`config.mk`:
```
export PLATFORM = sky130hd
export DESIGN_NAME = multicycle_ctrl_flat
export DESIGN_NICKNAME = d
export VERILOG_FILES = /design/src/rtl/multicycle_ctrl_if.sv /design/src/rtl/multicycle_ctrl.sv /design/src/flat_wrapper.sv
export SDC_FILE = /design/constraint.sdc
export NUM_CORES = 1
export LEC_CHECK = 0
export ABC_AREA = 1
export ABC_CLOCK_PERIOD_IN_PS = 1800
export CAP_MARGIN = 10
export CORE_UTILIZATION = 37
export CTS_CLUSTER_DIAMETER = 150
export CTS_CLUSTER_SIZE = 10
export DETAILED_ROUTE_END_ITERATION = 8
export PLACE_DENSITY_LB_ADDON = 0.25
export REMOVE_ABC_BUFFERS = 1
export SETUP_SLACK_MARGIN = 0.02
export SLEW_MARGIN = 30
export SYNTH_ARGS = -nofsm -noshare
export SYNTH_HDL_FRONTEND = slang
export SYNTH_SLANG_ARGS = --single-unit
```
`constraint.sdc`:
```
create_clock -name clk -period 1.8 [get_ports clk]
set_clock_uncertainty 0.15 [all_clocks]
set_input_delay 0.54 -clock clk [delete_from_list [all_inputs] [get_ports clk]]
set_output_delay 0.54 -clock clk [all_outputs]
set_load 0.05 [all_outputs]
```
`src/rtl/multicycle_ctrl_if.sv`:
```
// Shared instruction/data memory port between the multicycle control FSM and the memory.
// The controller is the master: it raises requests and the memory answers with mem_ready.
interface multicycle_ctrl_if;
    logic mem_req;
    logic mem_we;
    logic addr_sel;
    logic mem_ready;

    modport master (output mem_req, output mem_we, output addr_sel, input mem_ready);
    modport slave  (input mem_req, input mem_we, input addr_sel, output mem_ready);
endinterface

```
`src/rtl/multicycle_ctrl.sv`:
```
// Multicycle LEGv8 control FSM: sequences fetch/decode/execute/memory/writeback over one
// shared memory port, with a saturating wait counter that faults a stalled access.
module multicycle_ctrl #(
    parameter int TIMEOUT_CYCLES = 255,
    parameter int CNT_W          = 8
) (
    input  logic                clk,
    input  logic                reset,
    multicycle_ctrl_if.master   mem,
    input  logic [31:0]         instruction,
    input  logic                zero,
    output logic                ir_write,
    output logic                pc_write,
    output logic [1:0]          pc_src,
    output logic                reg_write,
    output logic                mem_to_reg,
    output logic                reg2_loc,
    output logic                alu_src,
    output logic [1:0]          alu_op,
    output logic [1:0]          imm_sel,
    output logic                instr_done,
    output logic                fault,
    output logic [3:0]          state
);

    typedef enum logic [3:0] {
        FETCH    = 4'd0,
        DECODE   = 4'd1,
        EXEC_R   = 4'd2,
        MEM_ADDR = 4'd3,
        MEM_RD   = 4'd4,
        MEM_WR   = 4'd5,
        WB_ALU   = 4'd6,
        WB_MEM   = 4'd7,
        BRANCH   = 4'd8,
        FAULT    = 4'd9
    } state_t;

    localparam logic [10:0] OP_ADD  = 11'd1112;
    localparam logic [10:0] OP_SUB  = 11'd1624;
    localparam logic [10:0] OP_AND  = 11'd1104;
    localparam logic [10:0] OP_ORR  = 11'd1360;
    localparam logic [10:0] OP_LDUR = 11'd1986;
    localparam logic [10:0] OP_STUR = 11'd1984;
    localparam logic [7:0]  OP_CBZ  = 8'd180;
    localparam logic [5:0]  OP_B    = 6'd5;

    // Timeout fires on the cycle whose increment would reach TIMEOUT_CYCLES.
    localparam logic [CNT_W-1:0] CNT_LAST = CNT_W'(TIMEOUT_CYCLES - 1);
    localparam logic [CNT_W-1:0] CNT_MAX  = '1;

    state_t           state_q, state_d;
    logic [CNT_W-1:0] cnt_q, cnt_d;

    logic [10:0] opc11;
    logic        is_r, is_ldur, is_stur, is_cbz, is_b;
    logic        unused_instr_bits;

    assign opc11   = instruction[31:21];
    assign is_cbz  = (instruction[31:24] == OP_CBZ);
    assign is_b    = (instruction[31:26] == OP_B);
    assign is_r    = (opc11 == OP_ADD) || (opc11 == OP_SUB) ||
                     (opc11 == OP_AND) || (opc11 == OP_ORR);
    assign is_ldur = (opc11 == OP_LDUR);
    assign is_stur = (opc11 == OP_STUR);
    assign unused_instr_bits = ^instruction[20:0];

    always_ff @(posedge clk or posedge reset) begin
        if (reset) begin
            state_q <= FETCH;
            cnt_q   <= '0;
        end else begin
            state_q <= state_d;
            cnt_q   <= cnt_d;
        end
    end

    always_comb begin
        state_d = state_q;
        cnt_d   = cnt_q;
        case (state_q)
            FETCH, MEM_RD, MEM_WR: begin
                // mem_ready outranks the timeout compare in the same cycle.
                if (mem.mem_ready) begin
                    cnt_d = '0;
                    case (state_q)
                        FETCH:   state_d = DECODE;
                        MEM_RD:  state_d = WB_MEM;
                        default: state_d = FETCH;
                    endcase
                end else if (cnt_q >= CNT_LAST) begin
                    state_d = FAULT;
                end else if (cnt_q != CNT_MAX) begin
                    cnt_d = cnt_q + 1'b1;
                end
            end
            DECODE: begin
                cnt_d = '0;
                if (is_cbz)                  state_d = BRANCH;
                else if (is_r)               state_d = EXEC_R;
                else if (is_ldur || is_stur) state_d = MEM_ADDR;
                else if (is_b)               state_d = BRANCH;
                else                         state_d = FAULT;
            end
            EXEC_R:   state_d = WB_ALU;
            MEM_ADDR: state_d = is_stur ? MEM_WR : MEM_RD;
            WB_ALU, WB_MEM, BRANCH: state_d = FETCH;
            FAULT:    state_d = FAULT;
            default:  state_d = FAULT;
        endcase
    end

    always_comb begin
        mem.mem_req  = 1'b0;
        mem.mem_we   = 1'b0;
        mem.addr_sel = 1'b0;
        ir_write     = 1'b0;
        pc_write     = 1'b0;
        pc_src       = 2'b10;
        reg_write    = 1'b0;
        mem_to_reg   = 1'b0;
        reg2_loc     = 1'b0;
        alu_src      = 1'b0;
        alu_op       = 2'b00;
        imm_sel      = 2'b00;
        instr_done   = 1'b0;
        fault        = 1'b0;
        // While reset is held every output sits at its idle value.
        if (!reset) begin
            case (state_q)
                FETCH: begin
                    mem.mem_req = 1'b1;
                    if (mem.mem_ready) begin
                        ir_write = 1'b1;
                        pc_write = 1'b1;
                        pc_src   = 2'b00;
                    end
                end
                DECODE: reg2_loc = is_cbz;
                EXEC_R: alu_op = 2'b10;
                MEM_ADDR: alu_src = 1'b1;
                MEM_RD: begin
                    mem.mem_req  = 1'b1;
                    mem.addr_sel = 1'b1;
                end
                MEM_WR: begin
                    mem.mem_req  = 1'b1;
                    mem.mem_we   = 1'b1;
                    mem.addr_sel = 1'b1;
                    reg2_loc     = 1'b1;
                    instr_done   = mem.mem_ready;
                end
                WB_ALU: begin
                    reg_write  = 1'b1;
                    instr_done = 1'b1;
                end
                WB_MEM: begin
                    reg_write  = 1'b1;
                    mem_to_reg = 1'b1;
                    instr_done = 1'b1;
                end
                BRANCH: begin
                    instr_done = 1'b1;
                    if (is_cbz) begin
                        imm_sel  = 2'b01;
                        alu_op   = 2'b01;
                        reg2_loc = 1'b1;
                        if (zero) begin
                            pc_write = 1'b1;
                            pc_src   = 2'b01;
                        end
                    end else begin
                        imm_sel  = 2'b10;
                        pc_write = 1'b1;
                        pc_src   = 2'b01;
                    end
                end
                FAULT: fault = 1'b1;
                default: fault = 1'b1;
            endcase
        end
    end

    assign state = state_q;

endmodule
```
`src/flat_wrapper.sv`:
```
// flat-port wrapper written by rule: the top's interface ports become plain ports
module multicycle_ctrl_flat 
#(
    parameter int TIMEOUT_CYCLES = 255,
    parameter int CNT_W          = 8
)
  (clk, reset, instruction, zero, ir_write, pc_write, pc_src, reg_write, mem_to_reg, reg2_loc, alu_src, alu_op, imm_sel, instr_done, fault, state, mem_mem_req, mem_mem_we, mem_addr_sel, mem_mem_ready);
  multicycle_ctrl_if mem_i ();
  input  logic clk;
  input  logic reset;
  input  logic [31:0] instruction;
  input  logic zero;
  output logic ir_write;
  output logic pc_write;
  output logic [1:0] pc_src;
  output logic reg_write;
  output logic mem_to_reg;
  output logic reg2_loc;
  output logic alu_src;
  output logic [1:0] alu_op;
  output logic [1:0] imm_sel;
  output logic instr_done;
  output logic fault;
  output logic [3:0] state;
  output wire logic [$bits(mem_i.mem_req)-1:0] mem_mem_req;
  output wire logic [$bits(mem_i.mem_we)-1:0] mem_mem_we;
  output wire logic [$bits(mem_i.addr_sel)-1:0] mem_addr_sel;
  input wire logic [$bits(mem_i.mem_ready)-1:0] mem_mem_ready;
  assign mem_mem_req = mem_i.mem_req;
  assign mem_mem_we = mem_i.mem_we;
  assign mem_addr_sel = mem_i.addr_sel;
  assign mem_i.mem_ready = mem_mem_ready;
  multicycle_ctrl #(.TIMEOUT_CYCLES(TIMEOUT_CYCLES), .CNT_W(CNT_W)) u_core (.clk(clk), .reset(reset), .mem(mem_i), .instruction(instruction), .zero(zero), .ir_write(ir_write), .pc_write(pc_write), .pc_src(pc_src), .reg_write(reg_write), .mem_to_reg(mem_to_reg), .reg2_loc(reg2_loc), .alu_src(alu_src), .alu_op(alu_op), .imm_sel(imm_sel), .instr_done(instr_done), .fault(fault), .state(state));
endmodule
```
==> Yosys cells after proc, flatten, opt, wreduce, memory -nomap -nowiden <==
Cells that the tools add are included.
{ "totals": {"elab_cells": 86, "input_bits": 36, "out_inout_bits": 21, "regBits": 12} }
{ "classes": {"muxes": 50, "n_reduce_logical": 12, "n_lt_le_gt_ge": 1, "eq_ne": 20, "addsub": 1} }
{ "op_table": {"columns": ["op", "n"], "rows": [
  ["$eq A11 B11 Y1 const B", 6],
  ["$mux W1", 26],
  ["$mux W8", 3],
  ["$mux W4", 5],
  ["$pmux W4 S5", 1],
  ["$eq A4 B3 Y1 const B", 4],
  ["$mux W2", 8],
  ["$pmux W8 S2", 1],
  ["$reduce_or A9 Y1", 1],
  ["$add A8 B1 Y8 const B", 1],
  ["$eq A4 B2 Y1 const B", 2],
  ["$eq A8 B8 Y1 const B", 1],
  ["$ge A8 B8 Y1 const B", 1],
  ["$ne A8 B8 Y1 const B", 1],
  ["$pmux W2 S2", 2],
  ["$eq A6 B3 Y1 const B", 1],
  ["$ne A3 B1 Y1 const B", 2],
  ["$pmux W3 S2", 1],
  ["$reduce_or A3 Y1", 2],
  ["$eq A4 B1 Y1 const B", 1],
  ["$eq A4 B4 Y1 const B", 1],
  ["$logic_not A4 Y1", 1],
  ["$logic_or A1 B1 Y1", 4],
  ["$pmux W1 S2", 2],
  ["5 further kinds", 6]
]} }

==> Logic depth before layout (Yosys ltp) <==
Gate-level depths: netlist of the first run.
{ "logic_depth": {"ltp_word": 7, "depth_mapped": 10, "depth_no_buf": 9} }

==> Least setup slack after synthesis of the first run <==
Ideal clock, no wire load.
{ "synth_timing": {"kind": "register to output", "startpoint": "reg u_core.state_q[2] (netlist: u_core.state[2])", "endpoint": "out instr_done", "path_buffers": 0, "setup_slack_ps": -1565, "arrival_ps": 2675, "required_time_ps": 1110, "path_stages_with_launch": 6, "path_cell_list": "dfrtp_1 inv_1 nor2_2 inv_1 nor3_1 o21bai_1"} }
{ "synth_via": {"elab_chain_len": 4, "word_cells_on_any_way": 7, "cone_classes": "eq/ne: 4; mux: 2; reduce/logical: 1"} }
{ "synth_rtl": {"columns": ["element", "line_no", "source"], "rows": [
  ["from (decl)", "multicycle_ctrl.sv:52", "state_t state_q, state_d;"],
  ["from (signal assigned)", "multicycle_ctrl.sv:73", "state_q <= state_d;"],
  ["$eq A4 B3 Y1 or $eq A4 B4 Y1 (tied branches)", "multicycle_ctrl.sv:130", "case (state_q)"],
  ["$reduce_or A3 Y1 (no source line)", null, null],
  ["$pmux W1 S2 *", "multicycle_ctrl.sv:130", null],
  ["$mux W1 *", "multicycle_ctrl.sv:129", "if (!reset) begin"],
  ["to (decl)", "flat_wrapper.sv:22", "output logic instr_done;"]
]} }
Mark *: on every way between the ends. The rest lies on a longest branch, timed or not.

==> Final worst setup path of the first run <==
{ "layout_timing": {"startpoint": "reg u_core.state_q[2] (netlist: u_core.state[2])", "endpoint": "out alu_op[0]"} }
{ "layout_via": {"elab_chain_len": 3, "word_cells_on_any_way": 4, "cone_classes": "eq/ne: 2; mux: 2"} }
{ "layout_rtl": {"columns": ["element", "line_no", "source"], "rows": [
  ["$eq A4 B4 Y1 or $eq A4 B2 Y1 (tied branches)", "multicycle_ctrl.sv:130", null],
  ["$pmux W2 S2 *", "multicycle_ctrl.sv:130", null],
  ["$mux W2 *", "multicycle_ctrl.sv:129", null],
  ["to (decl)", "flat_wrapper.sv:20", "output logic [1:0] alu_op;"]
]} }
Marked as above.

==> tab_implementation.tex, run 1 <==
\begin{tabular}{lr}
\hline
Metric & Value \\
\hline
\multicolumn{2}{l}{\textbf{Route}} \\
\quad Detailed-route wire length & $\sim$6.4 mm \\
\quad Post-detailed-route via-to-cell ratio & 5.59 \\
\quad Antenna Nets Post-Route & 0 \\
\quad Post-route DRC & 0 \\
\quad Detailed router's first-iteration violation count & 199 \\
\quad First-pass detailed-route iteration total & 5 \\
\quad Via count & 1972 \\
\quad Mean routed wirelength per cell & 18.1 µm \\
\multicolumn{2}{l}{\textbf{Yosys}} \\
\quad Post-synthesis instance area & roughly 1200 µm² \\
\quad Yosys reg bits & 12 \\
\quad Async set or reset register ratio after synthesis & 100\% \\
\quad Synthesized instance count & 207 \\
\quad Cells taking the most area after synthesis & sky130\_fd\_sc\_hd\_\_dfrtp\_1 (25\%), sky130\_fd\_sc\_hd\_\_nand2\_1 (21\%), sky130\_fd\_sc\_hd\_\_nor2\_1 (12\%) \\
\quad Warning count from the yosys run & 0 \\
\quad Fraction of the mapped netlist area in compound gates & 7.48\% \\
\quad Share of Yosys cell area claimed by the top area cell type & between 20 and 30\% \\
\quad Xor and xnor fraction of the mapped netlist area & 0\% \\
\quad Mux cell area share after synthesis & 0\% \\
\quad Most area-hungry cell type in the Yosys netlist & sky130\_fd\_sc\_hd\_\_dfrtp\_1 \\
\quad Mapped Avg Cell Area & 5.74 µm² \\
\quad Count of flip-flops with a built-in enable after synthesis & 0 \\
\quad Simple-Gate Fraction of Synth Area & 54.1\% \\
\quad Proportion of synthesized chip area in sequential cells & 25.3\% \\
\quad Synthesized-area fraction occupied by adder cells & 2.11\% \\
\quad Number of distinct library cell variants in the gate-level netlist after synthesis & 25 \\
\quad Largest family of logic cells by synthesized area & simple AND/OR/NAND/NOR gates \\
\quad Cell with the most instances after synthesis & sky130\_fd\_sc\_hd\_\_nand2\_1 \\
\quad Top cell types by occurrence after synthesis & sky130\_fd\_sc\_hd\_\_nand2\_1 (65), sky130\_fd\_sc\_hd\_\_nor2\_1 (39), sky130\_fd\_sc\_hd\_\_inv\_1 (22) \\
\quad Leading register cell type out of synthesis & sky130\_fd\_sc\_hd\_\_dfrtp\_1 \\
\multicolumn{2}{l}{\textbf{GRT}} \\
\quad Pin count of the biggest net entering global routing & 13 \\
\quad Aggregate global-route resource usage & 27.0\% \\
\quad Number of antenna violations at the first check in global routing & 0 \\
\quad Via count of the first global-routing pass & 1594 \\
\quad Global-route wire length before repair & 7.16 mm \\
\quad Sum of overflow across all layers after global routing & 0 \\
\multicolumn{2}{l}{\textbf{STA}} \\
\quad Min Clock Period, post-route & 2.45 ns \\
\quad Fin. max-slew vios & 0 \\
\quad Final count of negative-setup-slack endpoints & 30 \\
\quad Final period util & 136\% \\
\quad Actual transition at the worst max-transition pin & between 0.6 and 0.7 ns \\
\quad Hold WS & 0.303 ns \\
\quad Worst slew slack as a fraction of its limit & 59.0\% \\
\quad Fmax & 408 MHz \\
\quad Worst setup slack after layout & -0.649 ns \\
\quad Final hold violation count & 0 \\
\quad Total Neg Setup Slack & -10.31 ns \\
\quad Setup repair after global routing missed its margin & yes \\
\multicolumn{2}{l}{\textbf{Final layout}} \\
\quad Total of fill cells in the finished design & between 150 and 200 \\
\quad Area added between synthesis and finish & 117\% \\
\quad Fraction of final layout cells sized beyond drive strength 1 & 49.2\% \\
\quad Count of nets after finishing & 348 \\
\quad Number of inserted diodes & 0 \\
\quad Post-Route Utilization & 84.5\% \\
\multicolumn{2}{l}{\textbf{Outcome}} \\
\quad Outcome & finished with violations \\
\quad Failing checks & negative setup slack \\
\multicolumn{2}{l}{\textbf{Clock network}} \\
\quad CTS tree & yes \\
\quad Clk buf depth & 2 \\
\quad H-tree depth & 1 \\
\quad Number of sinks driven by the clock tree & 12 \\
\quad Root cell of the clock tree & sky130\_fd\_sc\_hd\_\_clkbuf\_4 \\
\quad Clk\_lat worst skew & approximately 0.32 ns \\
\quad Number of clock buffers inserted by TritonCTS & 3 \\
\quad Clock transition at the register clock pins on the worst setup and hold paths after CTS & around 0.11 ns \\
\multicolumn{2}{l}{\textbf{Floorplanning}} \\
\quad Initial cell density of the core & 38.9\% \\
\quad Std-Cell Rows & 20 \\
\quad Core region area & 3050 µm² \\
\quad Die Y & $\sim$59 µm \\
\quad Number of ports placed on the die boundary & 57 \\
\quad Overall die width & 58.7 µm \\
\quad Die Outline Area & 3440 µm² \\
\multicolumn{2}{l}{\textbf{Placed design}} \\
\quad DP Wirelength & 2.92 mm \\
\quad Buffers added on ports & 35 \\
\quad Final Wtd Congestion & 0.817 \\
\multicolumn{2}{l}{\textbf{Setup path}} \\
\quad Reg-to-reg critical path endpoint & u\_core.state[2]\$\_DFFE\_PP0P\_ \\
\quad Max stage delay cell, worst path & sky130\_fd\_sc\_hd\_\_dfrtp\_1 \\
\quad Worst Path Required & 1.11 ns \\
\quad Worst EP arrival & 1.76 ns \\
\quad Type of destination of the critical path & output pin \\
\quad Reg-to-reg critical path startpoint & u\_core.state[2]\$\_DFFE\_PP0P\_ \\
\quad Worst-path cell chain & inv\_2, nand2\_4, nor2\_4, inv\_2, nor2\_4, inv\_2, nor3\_2, buf\_4, buf\_12 \\
\quad Most used cell, CP & sky130\_fd\_sc\_hd\_\_inv\_2 \\
\quad Number of cells on the worst reg-to-reg path & 7 \\
\quad Worst path max stage delay & 0.46 ns \\
\quad Setup CP Type & reg2out \\
\quad Worst-path maximum fanout & 3 \\
\quad Sort of element at the start of the critical path & flip-flop \\
\quad R2R Setup Slk & -0.15 ns \\
\multicolumn{2}{l}{\textbf{Pwr}} \\
\quad Leak & 1.27 nW \\
\quad Total power per unit cell area & 1050 nW/µm² \\
\quad Worst ir drop on vdd & roughly 560 µV \\
\multicolumn{2}{l}{\textbf{Worst hold path}} \\
\quad Type of the most critical hold path & in2async \\
\multicolumn{2}{l}{\textbf{Flow run}} \\
\quad Count of maximum capacitance violations & 0 \\
\hline
\end{tabular}
==> power breakdown <==
group	switching (mW)	total [mW]	internal (mW)
clock	0.132	0.256	0.124
sequential	0.0851	0.405	0.319
combinational	1.17	2.05	0.878
total	1.39	2.71	1.32
==> critical path, delay by kind of cell, from the launching register on <==
kind	cells	cell delay, ns
simple gates	4	0.41
buf+inv	5	0.55
flops	1	0.46
==> cell usage in the layout (no fill, tap or decap), drive strengths merged <==
cell type and n:
clkdlybuf4s15 4, nor4 3, a21oi 4, o21bai 2
and2 1, nand2 69, a31oi 2, dfrtp 12
o21ai 3, nand3 18, buf 87, nand4 1
clkbuf 8, a21boi 2, inv 31, or2 1
ha 2, nor3 8, nor2 46, clkdlybuf4s50 5
==> logic make-up after synthesis <==
logic type	Yosys count
fa+ha+maj	2
compound gates	13
flops	12
buf+inv	33
simple gates	147
==> worst max-delay path by stage <==
stage                                 from    endpoint  slack [ns]  depth (start not counted)
6_report       u_core.state[2]$_DFFE_PP0P_   alu_op[0]       -0.65                          9
5_1_grt        u_core.state[2]$_DFFE_PP0P_  instr_done       -0.88                          6
4_1_cts        u_core.state[1]$_DFFE_PP0P_   alu_op[0]       -0.53                          9
3_5_place_dp               instruction[31]    pc_write       -0.92                         11
3_3_place_gp               instruction[31]    pc_write       -0.88                         11
2_1_floorplan  u_core.state[2]$_DFFE_PP0P_  instr_done       -1.57                          5
==> flip-flops by register name, indices dropped and copies added (netlist names) <==
register / flops
u_core.cnt_q: 8
u_core.state: 4
==> final cells by class <==
type                    count  area, µm²  share of cell area, %
multi-input cells         162        976                   37.8
well taps                  44       55.1                   2.13
repair buffers            100       1090                   42.2
clock buffers               4       36.3                   1.41
inverters                  31        121                   4.71
flip-flops and latches     12        302                   11.7
==> metrics by stage <==
step                      worst slack [ns]  power (mW)  area (µm²)  std cells
final                               -0.649        2.71        2580        353
after CTS                           -0.534        2.29        2380        346
after detailed placement            -0.916        1.95        2160        335
after global routing                -0.876        2.83        2580        353
after floorplan                      -1.57        1.14        1170        205
after global placement              -0.877        1.92        2160        335
==> layer usage <==
| metal | wire [µm] | track usage, % |
|---|---|---|
| met5 | 0 | 0 |
| met4 | 425 | 11.2 |
| met3 | 629 | 3.96 |
| met2 | 3230 | 48.1 |
| met1 | 2120 | 32.3 |
==> timing repair <==
action,in CTS,in global routing
endpoints found under the setup margin,24,29
pin swaps,11,15
gates resized for setup,59,46
hold buffers,0,0
setup buffers,7,8
No activity file was read; power rests on OpenSTA's default activity.
==> inputs of run 2 (changes only) <==
Settings changed: CORE_ASPECT_RATIO set to 1.4.
==> tab_implementation.tex, run 2 (synthesized netlist as in run 1, its figures left out) <==
\begin{tabular}{lr}
\hline
Metric & Value \\
\hline
\multicolumn{2}{l}{\textbf{Outcome}} \\
\quad Outcome & finished with violations \\
\quad Failing checks & negative setup slack \\
\multicolumn{2}{l}{\textbf{Final layout}} \\
\quad Most frequent cells in the layout & sky130\_fd\_sc\_hd\_\_nand2\_1 (51), sky130\_fd\_sc\_hd\_\_buf\_4 (46), sky130\_fd\_sc\_hd\_\_nor2\_1 (28) \\
\quad Largest register FFs & 8 (unchanged) \\
\quad Count of nets after finishing & 353 (+1.4\%) \\
\quad Area added between synthesis and finish & 125\% \\
\quad Area of the multi-input gates & 1000 µm² (+2.7\%) \\
\quad Most common library cell in the layout ignoring fill and taps & sky130\_fd\_sc\_hd\_\_nand2\_1 \\
\quad Number of inserted diodes & 0 (unchanged) \\
\quad Total non-filler cell area in the finished layout & 2680 µm² (+3.8\%) \\
\quad Fraction of final layout cells sized beyond drive strength 1 & 53.2\% (+4.0 points) \\
\quad Total of fill cells in the finished design & 135 (-15\%) \\
\quad Seq. cell area & 302 µm² (unchanged) \\
\quad Register name with the most flops & u\_core.cnt\_q \\
\multicolumn{2}{l}{\textbf{Pwr}} \\
\quad Sequential Power Share & 13.4\% (-1.5 points) \\
\quad Total power of the final layout & 2.97 mW (+9.7\%) \\
\quad Leak & 1.32 nW (+4.3\%) \\
\quad Internal Power & 1.53 mW (+16\%) \\
\quad Comb power frac & 76.1\% (+0.5 points) \\
\quad Total power per unit cell area & 1110 nW/µm² (+5.7\%) \\
\quad NetSw & 1.44 mW (+3.5\%) \\
\quad Worst ir drop on vdd & 879 µV (+57\%) \\
\quad Portion of total power attributed to the clock network & 10.5\% (+1.1 points) \\
\quad Net Sw Frac & 48.4\% (-2.9 points) \\
\multicolumn{2}{l}{\textbf{Floorplanning}} \\
\quad Die Outline Area & 3440 µm² (about the same) \\
\quad Overall die width & 49.9 µm (-15\%) \\
\quad Die Y & 69.0 µm (+18\%) \\
\quad Number of ports placed on the die boundary & 57 (unchanged) \\
\quad Core region area & 3090 µm² (+1.3\%) \\
\quad Initial cell density of the core & 38.4\% (-0.50 points) \\
\quad Std-Cell Rows & 24 (+20\%) \\
\multicolumn{2}{l}{\textbf{Clock network}} \\
\quad H-tree depth & 1 (unchanged) \\
\quad Number of clock buffers inserted by TritonCTS & 3 (unchanged) \\
\quad Count of hold buffers inserted by post-cts repair & 0 (unchanged) \\
\quad CTS tree & yes \\
\quad Clk buf depth & 2 (unchanged) \\
\quad Root cell of the clock tree & sky130\_fd\_sc\_hd\_\_clkbuf\_8 \\
\quad Clock transition at the register clock pins on the worst setup and hold paths after CTS & 0.06 ns (-0.05 ns) \\
\quad Clk\_lat worst skew & 0.26 ns (-0.06 ns) \\
\quad Number of sinks driven by the clock tree & 12 (unchanged) \\
\multicolumn{2}{l}{\textbf{Route}} \\
\quad Detailed-route wire length & 7.21 mm (+13\%) \\
\quad Via count & 2027 (+2.8\%) \\
\quad First-pass detailed-route iteration total & 4 (-1) \\
\quad Mean routed wirelength per cell & 20.4 µm (+13\%) \\
\quad Antenna Nets Post-Route & 0 (unchanged) \\
\quad Post-detailed-route via-to-cell ratio & 5.74 (+2.8\%) \\
\quad Post-route DRC & 0 (unchanged) \\
\quad Detailed router's first-iteration violation count & 141 (-29\%) \\
\multicolumn{2}{l}{\textbf{STA}} \\
\quad Worst slew slack as a fraction of its limit & 63.7\% (+4.7 points) \\
\quad Actual transition at the worst max-transition pin & 0.539 ns (-0.0699 ns) \\
\quad Final period util & 137\% (+1.2 points) \\
\quad Fin. max-slew vios & 0 (unchanged) \\
\quad Worst setup slack after layout & -0.671 ns (-0.0212 ns) \\
\quad Final hold violation count & 0 (unchanged) \\
\quad Min Clock Period, post-route & 2.47 ns (+0.0212 ns) \\
\quad Setup repair after global routing missed its margin & yes \\
\quad Fmax & 405 MHz (-0.86\%) \\
\quad Final count of negative-setup-slack endpoints & 31 (+3.3\%) \\
\multicolumn{2}{l}{\textbf{Placed design}} \\
\quad Buffers added on ports & 35 (unchanged) \\
\quad Final Wtd Congestion & 0.829 (+1.5\%) \\
\quad Placement-stage worst setup slack & -0.952 ns (-0.0351 ns) \\
\quad Placed Area & 2140 µm² (-0.64\%) \\
\quad DP Wirelength & 3.04 mm (+4.1\%) \\
\multicolumn{2}{l}{\textbf{Setup path}} \\
\quad Worst Path Required & 1.11 ns (about the same) \\
\quad R2R Setup Slk & -0.32 ns (-0.17 ns) \\
\quad Type of destination of the critical path & output pin \\
\quad Setup CP Type & reg2out \\
\quad Sort of element at the start of the critical path & flip-flop \\
\quad Worst-path maximum fanout & 2 (-1) \\
\quad Worst EP arrival & 1.78 ns (+0.02 ns) \\
\multicolumn{2}{l}{\textbf{GRT}} \\
\quad Pin count of the biggest net entering global routing & 13 (unchanged) \\
\quad Via count of the first global-routing pass & 1937 (+22\%) \\
\quad Number of antenna violations at the first check in global routing & 0 (unchanged) \\
\quad Aggregate global-route resource usage & 35.4\% (+8.5 points) \\
\quad Sum of overflow across all layers after global routing & 0 (unchanged) \\
\quad Global-route wire length before repair & 9.09 mm (+27\%) \\
\multicolumn{2}{l}{\textbf{Worst hold path}} \\
\quad Type of the most critical hold path & reg2reg \\
\multicolumn{2}{l}{\textbf{Flow run}} \\
\quad Count of maximum capacitance violations & 0 (unchanged) \\
\hline
\end{tabular}
==> run 2: cell count changes in the layout (fill, tap and decap cells not counted), moves of 2 or more <==
| cell | before | now |
|---|---|---|
| sky130_fd_sc_hd__nand2_2 | 4 | 13 |
| sky130_fd_sc_hd__nand2_1 | 59 | 51 |
| sky130_fd_sc_hd__buf_6 | 17 | 24 |
| sky130_fd_sc_hd__clkbuf_4 | 3 | 0 |
| sky130_fd_sc_hd__clkbuf_8 | 1 | 4 |
| sky130_fd_sc_hd__dlygate4sd2_1 | 0 | 3 |
| sky130_fd_sc_hd__buf_4 | 48 | 46 |
| sky130_fd_sc_hd__clkdlybuf4s15_1 | 3 | 1 |
==> run 2: what timing repair did <==
item / CTS / global route
gates cloned: 0 / 0
pin swaps: 21 / 18
buffers inserted: 20 / 2
setup endpoints to repair: 25 / 31
gates resized for setup: 93 / 25
hold endpoints to repair: 0 / 0
==> run 2: power groups by stage <==
stage / logic (mW) / registers (mW) / clock network, mW
finish: 2.26 / 0.399 / 0.312
global route: 2.32 / 0.405 / 0.314
CTS: 1.99 / 0.385 / 0.306
detailed placement: 1.56 / 0.383 / 0
global placement: 1.53 / 0.380 / 0
floorplan: 0.672 / 0.465 / 0
==> run 2: worst max-delay path, stage by stage (launching register included) <==
cell and delay [ns]:
sky130_fd_sc_hd__dfrtp_1 0.41, sky130_fd_sc_hd__buf_4 0.14, sky130_fd_sc_hd__buf_6 0.10, sky130_fd_sc_hd__inv_2 0.05, sky130_fd_sc_hd__nor2_4 0.10, sky130_fd_sc_hd__nand2_1 0.11, sky130_fd_sc_hd__inv_2 0.09, sky130_fd_sc_hd__o21ai_1 0.10
sky130_fd_sc_hd__a21oi_2 0.25, sky130_fd_sc_hd__buf_12 0.17
==> run 2: through the flow <==
step | hold WS (ns) | setup TNS, ns | util, % | std cells
after floorplan | 0.255 | -16.39 | - | 205
after global placement | 0.380 | -12.25 | 69.3 | 329
after detailed placement | 0.404 | -13.02 | 69.3 | 329
after CTS | 0.413 | -8.36 | 83.4 | 351
after global routing | 0.453 | -13.57 | 86.5 | 353
final | 0.411 | -11.79 | 86.5 | 353
==> run 2: layer usage <==
layer / part of all wire, % / wire, µm / track usage (%) / vias up
li1: - / - / - / 858
met1: 30 / 2200 / 33.3 / 909
met2: 51 / 3710 / 68.6 / 191
met3: 9.0 / 647 / 3.75 / 69
met4: 9.1 / 659 / 22.5 / 0
met5: 0 / 0 / 0 / -
==> run 2: worst paths after layout <==
path                                              from                     endpoint  cells past startpoint
max in group asynchronous                        reset  u_core.state[3]$_DFFE_PP0P_                      4
min in group asynchronous                        reset  u_core.state[1]$_DFFE_PP0P_                      4
hold / removal             u_core.cnt_q[7]$_DFFE_PP0P_  u_core.cnt_q[7]$_DFFE_PP0P_                      2
setup / recovery           u_core.state[0]$_DFFE_PP0P_                     reg2_loc                      9
setup reg to reg           u_core.state[0]$_DFFE_PP0P_  u_core.cnt_q[4]$_DFFE_PP0P_                     15
hold reg to reg            u_core.cnt_q[7]$_DFFE_PP0P_  u_core.cnt_q[7]$_DFFE_PP0P_                      2
==> run 2: area by class of cell <==
cell class	count	area share, %
inverter	31	4.44
timing repair buffer	105	43.0
clock buffer	4	2.06
multi-input combinational	162	37.4
sequential	12	11.3
tap	39	1.82
==> inputs of run 3 (changes only) <==
Settings changed: CORE_UTILIZATION 37 to 50, DONT_BUFFER_PORTS set to 1.
==> tab_implementation.tex, run 3 (synthesized netlist as in run 1, its figures left out) <==
\begin{tabular}{lr}
\hline
Metric & Value \\
\hline
\multicolumn{2}{l}{\textbf{STA}} \\
\quad Fin. max-slew vios & 0 (unchanged) \\
\quad Setup repair after global routing missed its margin & yes \\
\quad Actual transition at the worst max-transition pin & 0.533 ns (-0.00637 ns) \\
\quad Worst setup slack after layout & -0.644 ns (+0.0270 ns) \\
\quad Final period util & 136\% (-1.5 points) \\
\quad Final hold violation count & 0 (unchanged) \\
\quad Fmax & 409 MHz (+1.1\%) \\
\quad Final count of negative-setup-slack endpoints & 29 (-6.5\%) \\
\quad Worst slew slack as a fraction of its limit & 64.2\% (+0.43 points) \\
\quad Min Clock Period, post-route & 2.44 ns (-0.0270 ns) \\
\multicolumn{2}{l}{\textbf{Setup path}} \\
\quad Origin of the worst setup path & u\_core.state[1]\$\_DFFE\_PP0P\_ \\
\quad Sort of element at the start of the critical path & flip-flop \\
\quad Worst EP arrival & 1.75 ns (-0.03 ns) \\
\quad Worst-path cell chain & nor2\_4, nand2\_2, nor2\_2, inv\_2, nor2\_4, inv\_2, nor3\_2, buf\_6 \\
\quad Reg-to-reg critical path startpoint & u\_core.state[1]\$\_DFFE\_PP0P\_ \\
\quad Max stage delay cell, worst path & sky130\_fd\_sc\_hd\_\_dfrtp\_1 \\
\quad R2R Setup Slk & -0.25 ns (+0.07 ns) \\
\quad Worst path max stage delay & 0.45 ns (+0.04 ns) \\
\quad Type of destination of the critical path & output pin \\
\quad Reg-to-reg critical path endpoint & u\_core.cnt\_q[0]\$\_DFFE\_PP0P\_ \\
\quad Capture point of the worst path & alu\_op[0] \\
\quad Worst-path maximum fanout & 3 (+1) \\
\quad Setup CP Type & reg2out \\
\quad Worst Path Required & 1.11 ns (about the same) \\
\quad Number of cells on the worst reg-to-reg path & 11 (-4) \\
\multicolumn{2}{l}{\textbf{Clock network}} \\
\quad H-tree depth & 1 (unchanged) \\
\quad Clk\_lat worst skew & 0.28 ns (+0.02 ns) \\
\quad Number of clock buffers inserted by TritonCTS & 3 (unchanged) \\
\quad Number of sinks driven by the clock tree & 12 (unchanged) \\
\quad Root cell of the clock tree & sky130\_fd\_sc\_hd\_\_clkbuf\_4 \\
\quad Clk buf depth & 2 (unchanged) \\
\quad Clock transition at the register clock pins on the worst setup and hold paths after CTS & 0.08 ns (+0.02 ns) \\
\quad CTS tree & yes \\
\multicolumn{2}{l}{\textbf{Final layout}} \\
\quad Count of nets after finishing & 298 (-16\%) \\
\quad Area added between synthesis and finish & 58.5\% \\
\quad Most common library cell in the layout ignoring fill and taps & sky130\_fd\_sc\_hd\_\_nand2\_1 \\
\quad Number of inserted diodes & 0 (unchanged) \\
\quad Most frequent cells in the layout & sky130\_fd\_sc\_hd\_\_nand2\_1 (60), sky130\_fd\_sc\_hd\_\_nor2\_1 (31), sky130\_fd\_sc\_hd\_\_buf\_4 (26) \\
\quad Largest register FFs & 8 (unchanged) \\
\quad Register name with the most flops & u\_core.cnt\_q \\
\quad Fraction of final layout cells sized beyond drive strength 1 & 40.2\% (-13 points) \\
\quad Total non-filler cell area in the finished layout & 1880 µm² (-30\%) \\
\quad Post-Route Utilization & 85.5\% (-1.1 points) \\
\multicolumn{2}{l}{\textbf{GRT}} \\
\quad Global-route met1 utilization & 35.2\% (+1.8 points) \\
\quad Busiest layer in global routing & met2 \\
\quad GR met3 Demand/Resource & 5.44\% (+1.7 points) \\
\quad Aggregate global-route resource usage & 35.4\% (-0.062 points) \\
\quad Via count of the first global-routing pass & 1634 (-16\%) \\
\quad Number of antenna violations at the first check in global routing & 0 (unchanged) \\
\quad Global-route wire length before repair & 6.88 mm (-24\%) \\
\quad Met2 Usage GRT & 67.2\% (-1.5 points) \\
\quad Sum of overflow across all layers after global routing & 0 (unchanged) \\
\quad Pin count of the biggest net entering global routing & 13 (unchanged) \\
\multicolumn{2}{l}{\textbf{Floorplanning}} \\
\quad Std-Cell Rows & 20 (-17\%) \\
\quad Number of ports placed on the die boundary & 57 (unchanged) \\
\quad Die Outline Area & 2580 µm² (-25\%) \\
\quad Die Y & 59.7 µm (-14\%) \\
\quad Overall die width & 43.2 µm (-13\%) \\
\quad Core region area & 2200 µm² (-29\%) \\
\quad Initial cell density of the core & 53.9\% (+16 points) \\
\multicolumn{2}{l}{\textbf{Route}} \\
\quad Antenna Nets Post-Route & 0 (unchanged) \\
\quad Via count & 1871 (-7.7\%) \\
\quad Post-detailed-route via-to-cell ratio & 6.66 (+16\%) \\
\quad First-pass detailed-route iteration total & 6 (+2) \\
\quad Detailed-route wire length & 6.00 mm (-17\%) \\
\quad Mean routed wirelength per cell & 21.3 µm (+4.5\%) \\
\quad Detailed router's first-iteration violation count & 248 (+76\%) \\
\quad Post-route DRC & 0 (unchanged) \\
\multicolumn{2}{l}{\textbf{Outcome}} \\
\quad Failing checks & negative setup slack \\
\quad Outcome & finished with violations \\
\multicolumn{2}{l}{\textbf{Worst hold path}} \\
\quad Type of the most critical hold path & in2async \\
\multicolumn{2}{l}{\textbf{Placed design}} \\
\quad DP Wirelength & 2.62 mm (-14\%) \\
\quad Placement-stage worst setup slack & -0.335 ns (+0.617 ns) \\
\quad Buffers added on ports & 0 (-100\%) \\
\quad Placed Area & 1510 µm² (-29\%) \\
\quad Final Wtd Congestion & 0.878 (+5.9\%) \\
\multicolumn{2}{l}{\textbf{Pwr}} \\
\quad Leak & 0.945 nW (-29\%) \\
\quad Total power per unit cell area & 1230 nW/µm² (+10\%) \\
\quad Worst ir drop on vdd & 899 µV (+2.3\%) \\
\quad Total power of the final layout & 2.31 mW (-22\%) \\
\multicolumn{2}{l}{\textbf{Flow run}} \\
\quad Count of maximum capacitance violations & 0 (unchanged) \\
\hline
\end{tabular}
## run 3: cell types whose count changed in the layout (fill, tap and decap cells not counted), moves of 5 or more
cell	delta
sky130_fd_sc_hd__nand2_1	+9
sky130_fd_sc_hd__buf_4	-20
sky130_fd_sc_hd__nand2_2	-7
sky130_fd_sc_hd__buf_12	-19
sky130_fd_sc_hd__buf_6	-5
sky130_fd_sc_hd__nor2_4	-7
## run 3: timing repair
action,in CTS,in global routing
setup endpoints to repair,25,29
pin swaps,11,25
hold buffers,0,0
buffers inserted,5,5
resized for setup,45,25
## run 3: critical path, delay by kind of cell, from the launching register on
| family | cells | cell delay (ns) |
|---|---|---|
| buf+inv | 3 | 0.36 |
| simple gates | 5 | 0.66 |
| flops | 1 | 0.45 |
## run 3: power breakdown
| group | internal, mW | total (mW) | switching, mW |
|---|---|---|---|
| Sequential | 0.319 | 0.407 | 0.0875 |
| Combinational | 0.626 | 1.68 | 1.05 |
| Clock | 0.123 | 0.226 | 0.103 |
## run 3: final cells by class
cell class	instances	area, µm²
well taps	22	27.5
multi-input cells	162	906
fillers	117	320
clock buffers	4	36.3
inverters	31	121
flip-flops and latches	12	302
repair buffers	50	489
## run 3: worst min-delay path by stage
stage,end,slack (ns),startpoint,depth (start not counted)
3_5_place_dp,u_core.state[3]$_DFFE_PP0P_,0.33,reset,1
3_3_place_gp,u_core.state[2]$_DFFE_PP0P_,0.32,reset,1
5_1_grt,u_core.cnt_q[2]$_DFFE_PP0P_,0.05,reset,1
2_1_floorplan,u_core.cnt_q[0]$_DFFE_PP0P_,0.25,reset,1
6_report,u_core.state[3]$_DFFE_PP0P_,0.02,reset,1
4_1_cts,u_core.cnt_q[2]$_DFFE_PP0P_,0.03,reset,1
## run 3: metal layers
layer / vias up / routed length [µm]
met5: - / 0
met4: 0 / 732
met2: 216 / 2700
met3: 99 / 728
met1: 811 / 1830
li1: 745 / -
## run 3: per-stage QoR
step	instances	TNS (ns)	hold WS, ns
final	281	-11.30	0.0152
after global routing	281	-13.08	0.0536
after CTS	276	-5.87	0.0313
after detailed placement	268	-2.41	0.331
after global placement	268	-1.92	0.320
after floorplan	205	-16.39	0.255
